<file path="src/rtl/merge_arb_pkg.sv">
// Shared constants and helpers for the round-robin merge arbiter.
// Index arithmetic runs at a fixed 3-bit width, which is enough for up to 8 requesters.
package merge_arb_pkg;

    localparam int MAX_REQ = 8;
    localparam int IDX_W   = 3;
    localparam int BURST_W = 4;

    // Width of the select index, never narrower than one bit.
    function automatic int sel_width(input int n);
        return (n <= 2) ? 1 : $clog2(n);
    endfunction

    function automatic logic [IDX_W-1:0] next_idx(input logic [IDX_W-1:0] idx, input int n);
        return ((int'(idx) + 1) >= n) ? '0 : idx + 1'b1;
    endfunction

endpackage

</file>
<file path="src/rtl/merge_arbiter_rr_pick.sv">
// Combinational round-robin pick: the owner keeps the grant while its burst budget lasts,
// otherwise the search starts at owner+1 and wraps so that the owner is tried last.
module rr_pick
    import merge_arb_pkg::*;
#(
    parameter int NUM_REQ = 2
) (
    input  logic [NUM_REQ-1:0]              valid,
    input  logic [sel_width(NUM_REQ)-1:0]   owner,
    input  logic                            burst_ok,
    output logic [sel_width(NUM_REQ)-1:0]   pick,
    output logic                            any_valid
);

    localparam int SEL_W = sel_width(NUM_REQ);

    logic [MAX_REQ-1:0] valid_ext;
    logic [IDX_W-1:0]   idx;
    logic [IDX_W-1:0]   found_idx;
    logic               found;

    assign valid_ext = MAX_REQ'(valid);

    always_comb begin
        idx       = IDX_W'(owner);
        found     = 1'b0;
        found_idx = IDX_W'(owner);
        for (int k = 0; k < NUM_REQ; k++) begin
            idx = next_idx(idx, NUM_REQ);
            if (!found && valid_ext[idx]) begin
                found     = 1'b1;
                found_idx = idx;
            end
        end
        if (valid_ext[IDX_W'(owner)] && burst_ok) begin
            found_idx = IDX_W'(owner);
        end
        pick      = SEL_W'(found_idx);
        any_valid = |valid;
    end

endmodule

</file>
<file path="src/rtl/merge_arbiter.sv">
// Round-robin, burst-limited arbiter feeding a single registered output slot.
// out_sel is the merge select for the token currently held in out_data.
module merge_arbiter
    import merge_arb_pkg::*;
#(
    parameter int NUM_REQ   = 2,
    parameter int WIDTH     = 33,
    parameter int MAX_BURST = 4
) (
    input  logic                            clk,
    input  logic                            reset,
    input  logic [NUM_REQ-1:0]              in_valid,
    output logic [NUM_REQ-1:0]              in_ready,
    input  logic [NUM_REQ*WIDTH-1:0]        in_data,
    output logic                            out_valid,
    input  logic                            out_ready,
    output logic [WIDTH-1:0]                out_data,
    output logic [sel_width(NUM_REQ)-1:0]   out_sel
);

    localparam int SEL_W = sel_width(NUM_REQ);

    logic               out_valid_q, out_valid_d;
    logic [WIDTH-1:0]   out_data_q, out_data_d;
    logic [SEL_W-1:0]   out_sel_q, out_sel_d;
    logic [SEL_W-1:0]   owner_q, owner_d;
    logic [BURST_W-1:0] burst_cnt_q, burst_cnt_d;

    logic [SEL_W-1:0]   pick;
    logic               any_valid;
    logic               burst_ok;
    logic               slot_free;
    logic               accept;

    // A zero count means nobody holds the grant yet, so after reset requester 0 wins a tie.
    assign burst_ok = (burst_cnt_q != '0) && (burst_cnt_q < BURST_W'(MAX_BURST));

    rr_pick #(
        .NUM_REQ(NUM_REQ)
    ) u_rr_pick (
        .valid    (in_valid),
        .owner    (owner_q),
        .burst_ok (burst_ok),
        .pick     (pick),
        .any_valid(any_valid)
    );

    always_comb begin
        slot_free   = !out_valid_q || out_ready;
        accept      = slot_free && any_valid && !reset;
        in_ready    = '0;
        out_valid_d = out_valid_q;
        out_data_d  = out_data_q;
        out_sel_d   = out_sel_q;
        owner_d     = owner_q;
        burst_cnt_d = burst_cnt_q;
        for (int i = 0; i < NUM_REQ; i++) begin
            if (accept && (pick == SEL_W'(i))) begin
                in_ready[i] = 1'b1;
            end
        end
        if (accept) begin
            out_valid_d = 1'b1;
            out_data_d  = in_data[int'(pick)*WIDTH +: WIDTH];
            out_sel_d   = pick;
            owner_d     = pick;
            // Owner regranted after exhausting its budget (wrap case) restarts at one.
            burst_cnt_d = ((pick == owner_q) && burst_ok) ? burst_cnt_q + 1'b1 : BURST_W'(1);
        end else if (out_ready) begin
            out_valid_d = 1'b0;
        end
    end

    always_ff @(posedge clk) begin
        if (reset) begin
            out_valid_q <= 1'b0;
            out_data_q  <= '0;
            out_sel_q   <= '0;
            owner_q     <= SEL_W'(NUM_REQ - 1);
            burst_cnt_q <= '0;
        end else begin
            out_valid_q <= out_valid_d;
            out_data_q  <= out_data_d;
            out_sel_q   <= out_sel_d;
            owner_q     <= owner_d;
            burst_cnt_q <= burst_cnt_d;
        end
    end

    assign out_valid = out_valid_q;
    assign out_data  = out_data_q;
    assign out_sel   = out_sel_q;

endmodule

</file>
<file path="config.mk">
export PLATFORM = sky130hd
export DESIGN_NAME = merge_arbiter
export DESIGN_NICKNAME = d
export VERILOG_FILES = /design/src/rtl/merge_arb_pkg.sv /design/src/rtl/merge_arbiter_rr_pick.sv /design/src/rtl/merge_arbiter.sv
export SDC_FILE = /design/constraint.sdc
export NUM_CORES = 1
export LEC_CHECK = 0
export CAP_MARGIN = 0
export CORE_MARGIN = 8
export CORE_UTILIZATION = 43
export DETAILED_ROUTE_END_ITERATION = 6
export PLACE_DENSITY = 0.91
export SLEW_MARGIN = 20
export SYNTH_ARGS = -nofsm -noshare
export SYNTH_HDL_FRONTEND = slang
export SYNTH_HIERARCHICAL = 1
export SYNTH_SLANG_ARGS = --single-unit
export TNS_END_PERCENT = 50
</file>
<file path="constraint.sdc">
create_clock -name clk -period 3.9 [get_ports clk]
set_input_delay 0.585 -clock clk [delete_from_list [all_inputs] [get_ports clk]]
set_output_delay 0.585 -clock clk [all_outputs]
set_load 0.05 [all_outputs]
</file>
# Word level (Yosys, flattened, before mapping)
# Cells that the tools add are included.
# op_classes
n_addsub	5
multipliers	1
magnitude_cmp	6
n_eq_ne	1
n_shift	1
n_mux	17
bitwise_logic	1
n_reduce_logical	15
# op_table
operator	n
variable part select 66 x 8 -> 33 bit	1
>= comparator 32 x 3 -> 1 bit, second input constant	2
2-to-1 mux 1 bit	12
logical AND 1 bit	8
less-than comparator 3 x 4 -> 1 bit, second input constant	2
multiplier 1 x 6 -> 7 bit, second input constant	1
binary-select mux 1 bit (select 3 bit)	2
adder 1 x 1 -> 2 bit, second input constant	2
adder 3 x 1 -> 4 bit, second input constant	1
adder 4 x 1 -> 4 bit, second input constant	1
less-than comparator 1 x 4 -> 1 bit, second input constant	1
less-than comparator 4 x 3 -> 1 bit, second input constant	1
2-to-1 mux 4 bit	1
nonzero test 4 bit	1
adder 3 x 1 -> 3 bit, second input constant	1
logical NOT 1 bit	3
2-to-1 mux 3 bit	1
2-to-1 mux 2 bit	1
nonzero test 2 bit	1
OR reduction 2 bit	1
equality test 1 bit	1
logical OR 1 bit	1
inverter 1 bit	1
# word_totals
reg_bits	40
input_bits	71
out_inout_bits	37
word_cells	52

# Longest topological paths before layout
# Gate-level depths: netlist of run 1.
# logic_depth
ltp_word	14
depth_mapped	9

# Modules after synthesis
# The synthesis of run 1 kept the hierarchy.
# by_module_without_submodules
module	n_inst	cells_per_inst	area_each_um2	seq_area_each_um2
merge_arbiter	1	187	2064.5	800.8
rr_pick	1	4	27.5	0.0

# Worst setup path before layout of run 1
# Ideal clock, no wire load.
# synth_timing
path_type	reg-to-output
from	register burst_cnt_q[0]
to	output in_ready[0]
t_arrival_ns	2.852
setup_slack_ns	0.463
path_stages_with_launch	9
path_buffers	2
path_cell_list	dfxtp_1 > inv_1 > ha_1 > nor3_1 > xnor2_1 > o2bb2ai_1 > buf_6 > buf_8 > nor4_1
# synth_between
elab_chain_cells	7
elab_cells_between_ends	8
cone_classes	order compare: 1; mux: 2; bitwise: 1; reduce/logical: 4
# synth_rtl
element	line_no	source
start, declared	merge_arbiter.sv:27	logic [BURST_W-1:0] burst_cnt_q, burst_cnt_d;
start signal, assigned	merge_arbiter.sv:86	burst_cnt_q <= burst_cnt_d;
less-than comparator 4 x 3 -> 1 bit / nonzero test 4 bit (equally long branches)	merge_arbiter.sv:36	assign burst_ok = (burst_cnt_q != '0) && (burst_cnt_q < BURST_W'(MAX_BURST));
logical AND 1 bit *	merge_arbiter.sv:36	
named net burst_ok	merge_arbiter.sv:31	logic burst_ok;
logical AND 1 bit *	merge_arbiter_rr_pick.sv:35	if (valid_ext[IDX_W'(owner)] && burst_ok) begin
2-to-1 mux 1 bit *	merge_arbiter_rr_pick.sv:35	
named net pick	merge_arbiter.sv:29	logic [SEL_W-1:0] pick;
inverter 1 bit *	merge_arbiter.sv:58	if (accept && (pick == SEL_W'(i))) begin
logical AND 1 bit *	merge_arbiter.sv:58	
2-to-1 mux 1 bit *	merge_arbiter.sv:58	
end, declared	merge_arbiter.sv:13	output logic [NUM_REQ-1:0] in_ready,
# The timed path passes the listed nets; every way through them passes the cells marked *.

# Worst setup path after layout of run 1
# layout_timing
from	input in_valid[1]
to	output in_ready[1]
# layout_between
elab_cells_between_ends	18
cone_classes	mux: 11; reduce/logical: 7
# layout_rtl
element	line_no	source
start, declared	merge_arbiter.sv:12	input logic [NUM_REQ-1:0] in_valid,
OR reduction 2 bit	merge_arbiter_rr_pick.sv:39	any_valid = |valid;
named net any_valid	merge_arbiter.sv:30	logic any_valid;
logical AND 1 bit (2 in series)	merge_arbiter.sv:50	accept = slot_free && any_valid && !reset;
logical AND 1 bit	merge_arbiter.sv:58	
2-to-1 mux 1 bit	merge_arbiter.sv:58	
# The timed path passes the listed nets, and every way through them passes these cells. The select of a mux whose other input is x is not followed.

==> flow_metrics.py, run 1 <==
metrics = {
    "run_status": {
        "outcome": "finished, final reports clean",
    },
    "synthesis": {
        "synth_top_area_share_pct": 38.3,
        "synth_fp_nets": 264,
        "synth-warning-count": 6,
        "synth_edf_count": 0,
        "seq_area_frac_synth_pct": 38.3,
        "netlist_instances": 191,
        "postSynth.asyncResetShare_pct": 0,
        "syn-cell-area_um2": 2090,
        "synth.distinct_cells": 29,
        "synth_area_per_cell_um2": 11.0,
        "synth_area_leader_cell": "dfxtp_1",
        "ys_ff_latch": 40,
        "synth_ff_type": "dfxtp_1",
        "synth.area.top_cells": "dfxtp_1 38%, a211oi_2 17%, mux2i_1 16%, a21oi_1 8.4%, buf_6 2.7%",
    },
    "route": {
        "routed_wl_um": 5910,
        "drt_iter0_drc": 97,
        "ant_nets": 0,
        "drtPass1Iterations": 4,
        "drc_errors": 0,
        "vias_per_cell": 5.15,
        "wire_per_inst_um": 16.5,
        "vias": 1844,
    },
    "critical_path": {
        "r2r-end": "burst_cnt_q[0]$_SDFFE_PP0P_",
        "critPathMaxStageDelay_ps": 600,
        "critPathSlowestCell": "nor2_8",
        "rr_worst_depth": 9,
        "path_class": "in2out",
        "crit_family": "simple AND/OR/NAND/NOR gates",
        "crit_buf_inv": 3,
        "cp.required_ps": 3310,
        "startpoint_type": "input pin",
        "setup.worst_path.end_class": "output port",
        "crit_arrival_ps": 2490,
        "cp_max_fo": 37,
        "reg2reg_setup_slack_ps": 1340,
        "path_cells": "clkdlybuf4s50_1 > or2_2 > inv_1 > nor2_8 > and3_2 > buf_12",
        "reg2reg_from": "burst_cnt_q[0]$_SDFFE_PP0P_",
    },
    "clock_network": {
        "holdBufCountCts": 0,
        "post-cts-setup-buffers": 0,
        "ctsHtreeMaxLevel": 2,
        "clk_latency_ps": 280,
        "cts.clk_slew.worst_paths_ps": 70,
        "numCtsBuffers": 5,
        "clockRootBuffer": "clkbuf_8",
        "cts_buffer_depth": 2,
        "cts_tree": "built",
        "cts_resized": 0,
        "cts_sinks": 40,
    },
    "layout": {
        "stdcell_count": 358,
        "final_cell_mix": "104 x clkdlybuf4s50_1, 40 x dfxtp_1, 35 x a21oi_1, 33 x mux2i_1, 29 x a211oi_2",
        "layout_commonest_cell": "clkdlybuf4s50_1",
        "final_util_pct": 68.1,
        "final_layout_size_suffix_gt1_share_pct": 16.5,
        "synthToLayoutAreaGrowth_pct": 53.8,
        "fin_nets": 363,
        "diodes": 0,
    },
    "global_route": {
        "grt_max_degree": 39,
        "grt_pass1_vias": 1915,
        "grt_use_total_pct": 16.0,
        "grt_first_pass_wirelength_um": 9530,
        "overflow": 0,
        "grt_antenna_before_repair": 0,
    },
    "placed_design": {
        "gp_congestion": 0.694,
        "port_buffers": 107,
        "hpwl_um": 4470,
        "placed_cells": 350,
    },
    "die": {
        "dieArea_um2": 7350,
        "dieWidth_um": 85.8,
        "core-area_um2": 4720,
        "rows": 25,
        "io_pins": 108,
        "start_util_pct": 44.3,
        "die_y_um": 85.8,
    },
    "timing": {
        "min_period_over_period_pct": 78.9,
        "skew_ps": 1.85,
        "relSlewSlack_pct": 53.0,
        "final-hold-violation-count": 0,
        "slew_violations": 0,
        "setup_violations": 0,
        "fin_crit_ps": 3080,
        "finalSetupTns_ps": 0,
        "rsz0062_at_grt": "no",
        "fmax_mhz": 325,
        "worst_pin_slew_ps": 705,
    },
    "power_and_ir_drop": {
        "peakVddDrop_v": 0.000250,
        "p_per_area_nw_per_um2": 380,
        "leakage_uw": 0.00125,
    },
    "worst_hold_path": {
        "hold_class": "reg2reg",
        "min_path_cells": 2,
        "hp-start": "burst_cnt_q[2]$_SDFFE_PP0P_",
        "whs_endpoint": "burst_cnt_q[2]$_SDFFE_PP0P_",
    },
    "job": {
        "max_cap_violations": 0,
    },
}
-- layout make-up --
cell class | instances | area, um2
clock buffer | 8 | 90.1
fill | 389 | 1510
inverter | 5 | 18.8
multi-input combinational | 127 | 1120
sequential | 40 | 801
tap | 67 | 83.8
timing repair buffer | 111 | 1100
-- metrics by stage --
stage | instance area (um2) | worst slack (ps) | power [uW] | hold slack (ps)
2_1_floorplan | 2090 | 463 | 800 | 454
3_3_place_gp | 3130 | 872 | 952 | 465
3_5_place_dp | 3130 | 824 | 962 | 472
4_1_cts | 3220 | 823 | 1240 | 483
5_1_grt | 3220 | 735 | 1280 | 515
6_report | 3220 | 824 | 1220 | 483
-- how the worst max path moves through the flow --
stage                             end                        start  depth (start not counted)
final                     in_ready[1]                  in_valid[1]                          6
after global routing      in_ready[1]                  in_valid[1]                          6
after CTS                 in_ready[1]                  in_valid[1]                          6
after detailed placement  in_ready[1]                  in_valid[1]                          6
after global placement    in_ready[1]                  in_valid[1]                          6
after floorplan           in_ready[0]  burst_cnt_q[0]$_SDFFE_PP0P_                          8
-- tightest hold or removal path: stages (launching register included) --
cell and delay, ps:
dfxtp_1 320, inv_1 50, o32ai_1 70
-- cells by family (layout without fill, tap and decap cells) --
family | count (synthesis) | after routing | share of synthesized area (%)
AO/OA/AOI/OAI | 75 | 75 | 29.6
flip-flops | 40 | 40 | 38.3
multiplexers | 33 | 33 | 15.8
buffers and inverters | 24 | 124 | 9.09
AND/OR/NAND/NOR | 15 | 15 | 5.20
adder cells (fa/ha/maj) | 2 | 2 | 1.20
XOR/XNOR | 2 | 2 | 0.837
-- state kept, by name, indices dropped and copies added, names as in the netlist --
register,count
out_sel,1
out_data,33
burst_cnt_q,4
owner_q,1
out_valid,1
-- report_power, final --
part | switching (uW) | internal, uW | total (uW)
sequential | 20.3 | 448 | 468
combinational | 276 | 205 | 480
clock | 131 | 144 | 275
-- per-layer routing --
layer / wire [um] / global-route usage, % / vias to the layer above / share of wire [%]
met1: 2420 / 17.8 / 868 / 41
met2: 3110 / 29.0 / 57 / 53
met5: 0 / 0 / - / 0
met4: 17 / 2.87 / 0 / 0.29
met3: 360 / 5.25 / 2 / 6.1
li1: - / - / 917 / -
-- cell usage after synthesis (all sizes together), types with 2 or more instances --
library cell and count:
dfxtp 40, a21oi 35, a211oi 33, mux2i 33, buf 17, inv 5, nand3 5, o21ai 3
clkbuf 2, ha 2, nor2 2, o32ai 2, xnor2 2
(Power assumes the default switching activity.)
==> run 2: changes to the inputs <==
--- a/config.mk
+++ b/config.mk
@@ -7,9 +7,9 @@
 export LEC_CHECK = 0
 export CAP_MARGIN = 0
 export CORE_MARGIN = 8
-export CORE_UTILIZATION = 43
+export CORE_UTILIZATION = 40
 export DETAILED_ROUTE_END_ITERATION = 6
-export PLACE_DENSITY = 0.91
+export PLACE_DENSITY = 0.86
 export SLEW_MARGIN = 20
 export SYNTH_ARGS = -nofsm -noshare
 export SYNTH_HDL_FRONTEND = slang
==> constraint.sdc (replaced) <==
create_clock -name clk -period 3 [get_ports clk]
set_input_delay 0.45 -clock clk [delete_from_list [all_inputs] [get_ports clk]]
set_output_delay 0.45 -clock clk [all_outputs]
set_load 0.05 [all_outputs]
==> flow_metrics.py, run 2 (synthesized netlist as in run 1, its figures left out) <==
metrics = {
    "global_route": {
        "overflow": 0,
        "grt_antenna_before_repair": 0,
        "met2_usage_pct": 27.7,
        "grt_pass1_vias": 1968,
        "grtUsageMet3_pct": 5.48,
        "grt_first_pass_wirelength_um": 9550,
        "grt_max_degree": 39,
        "grt_use_total_pct": 15.1,
        "busiest_layer": "met2",
        "grtUsageMet1_pct": 16.2,
    },
    "clock_network": {
        "numCtsBuffers": 5,
        "cts_tree": "built",
        "holdBufCountCts": 0,
        "post-cts-setup-buffers": 0,
        "cts_resized": 0,
        "cts_buffer_depth": 2,
        "cts.clk_slew.worst_paths_ps": 80,
        "ctsHtreeMaxLevel": 2,
        "clk_latency_ps": 290,
        "clockRootBuffer": "clkbuf_8",
        "cts_sinks": 40,
    },
    "power_and_ir_drop": {
        "seqPwrFrac_pct": 35.5,
        "peakVddDrop_v": 0.000307,
        "p_sw_uw": 566,
        "combPwrFrac_pct": 36.8,
        "p_clk_share_pct": 27.7,
        "switching_share_pct": 33.0,
        "leakage_uw": 0.00128,
        "intPower_uw": 1150,
        "p_per_area_nw_per_um2": 521,
    },
    "die": {
        "core-area_um2": 5070,
        "start_util_pct": 41.2,
        "die_y_um": 88.3,
        "dieWidth_um": 88.3,
        "rows": 26,
        "dieArea_um2": 7800,
        "io_pins": 108,
    },
    "critical_path": {
        "crit_arrival_ps": 2150,
        "path_cells": "inv_1 > ha_1 > nor3_1 > xnor2_1 > o2bb2ai_4 > nor4_2 > buf_12",
        "critPathMaxStageDelay_ps": 410,
        "cp.required_ps": 2550,
        "startpoint_type": "flip-flop",
        "crit_family": "simple AND/OR/NAND/NOR gates",
        "setup.worst_path.end_class": "output port",
        "cp_max_fo": 6,
        "critPathSlowestCell": "nor4_2",
        "crit_buf_inv": 2,
        "path_class": "reg2out",
    },
    "timing": {
        "final-hold-violation-count": 0,
        "fmax_mhz": 385,
        "slew_violations": 0,
        "worst_pin_slew_ps": 535,
        "relSlewSlack_pct": 64.3,
        "setup_violations": 0,
        "finalSetupTns_ps": 0,
        "skew_ps": 10.1,
        "rsz0062_at_grt": "no",
        "fin_crit_ps": 2600,
        "holdWs_ps": 487,
        "min_period_over_period_pct": 86.5,
    },
    "job": {
        "max_cap_violations": 0,
    },
    "route": {
        "drc_errors": 0,
        "drt_iter0_drc": 65,
        "drtPass1Iterations": 4,
        "routed_wl_um": 6030,
        "wire_per_inst_um": 16.6,
        "vias": 1881,
        "ant_nets": 0,
        "vias_per_cell": 5.18,
    },
    "layout": {
        "fin_nets": 365,
        "largest_register_ff_count": 33,
        "final_layout_size_suffix_gt1_share_pct": 18.1,
        "final_cell_mix": "104 x clkdlybuf4s50_1, 40 x dfxtp_1, 35 x a21oi_1, 33 x mux2i_1, 29 x a211oi_2",
        "layout_commonest_cell": "clkdlybuf4s50_1",
        "diodes": 0,
        "synthToLayoutAreaGrowth_pct": 57.3,
    },
    "placed_design": {
        "port_buffers": 107,
        "hpwl_um": 4480,
        "gp_congestion": 0.706,
    },
    "worst_hold_path": {
        "hold_class": "reg2reg",
    },
    "run_status": {
        "outcome": "finished, final reports clean",
    },
}
[run 2: cell count changes in the layout (fill, tap and decap cells not counted), sizes merged]
cell and delta:
buf +2, clkbuf -1, bufinv +1
[run 2: metrics by stage]
step	area, um2	setup WS, ps	instances	power (uW)	util (%)
floorplan	2100	277	191	1040	-
global placement	3160	629	355	1250	62.4
detailed placement	3160	606	355	1260	62.4
CTS	3290	376	363	1730	64.8
global route	3290	203	363	1790	64.8
finish	3290	404	363	1710	64.8
[run 2: worst register-to-register path, delay by kind of cell (launching register included)]
kind,cells,cell delay (ps)
fa+ha+maj,1,190
compound gates,2,290
simple gates,1,290
xor+xnor,1,230
flops,1,360
mux,1,330
buf+inv,2,430
[run 2: area by class of cell]
cell class                 count  area (um2)
tap                           70        87.6
clock buffer                   7        96.3
sequential                    40         801
fill                         427        1780
multi-input combinational    127        1130
timing repair buffer         113        1130
inverter                       5        18.8
clock inverter                 1        30.0
[run 2: power groups by stage]
stage	combinational, uW	clock [uW]	sequential [uW]
2_1_floorplan	254	0	787
3_3_place_gp	626	0	619
3_5_place_dp	635	0	620
4_1_cts	637	486	609
5_1_grt	664	513	616
6_report	630	475	609
[run 2: worst paths after layout]
path	start	endpoint	slack (ps)	depth (start not counted)
setup reg to reg	burst_cnt_q[0]$_SDFFE_PP0P_	out_data[12]$_SDFFE_PP0P_	750	8
setup / recovery	burst_cnt_q[0]$_SDFFE_PP0P_	in_ready[0]	400	7
hold reg to reg	out_sel$_SDFFE_PP0P_	out_sel$_SDFFE_PP0P_	490	2
hold / removal	out_sel$_SDFFE_PP0P_	out_sel$_SDFFE_PP0P_	490	2
[run 2: layer usage]
layer  share of wire [%]  vias to the layer above
met5                   0                        -
met4                0.75                        0
met3                 9.1                        5
met2                  50                       62
met1                  40                      894
li1                    -                      920
==> run 3: changes to the inputs <==
--- a/config.mk
+++ b/config.mk
@@ -10,6 +10,7 @@
 export CORE_UTILIZATION = 40
 export DETAILED_ROUTE_END_ITERATION = 6
 export PLACE_DENSITY = 0.86
+export SKIP_CTS_REPAIR_TIMING = 1
 export SLEW_MARGIN = 20
 export SYNTH_ARGS = -nofsm -noshare
 export SYNTH_HDL_FRONTEND = slang
==> results of run 3 <==
The final DEF is identical to that of run 2; final timing and power are the same.
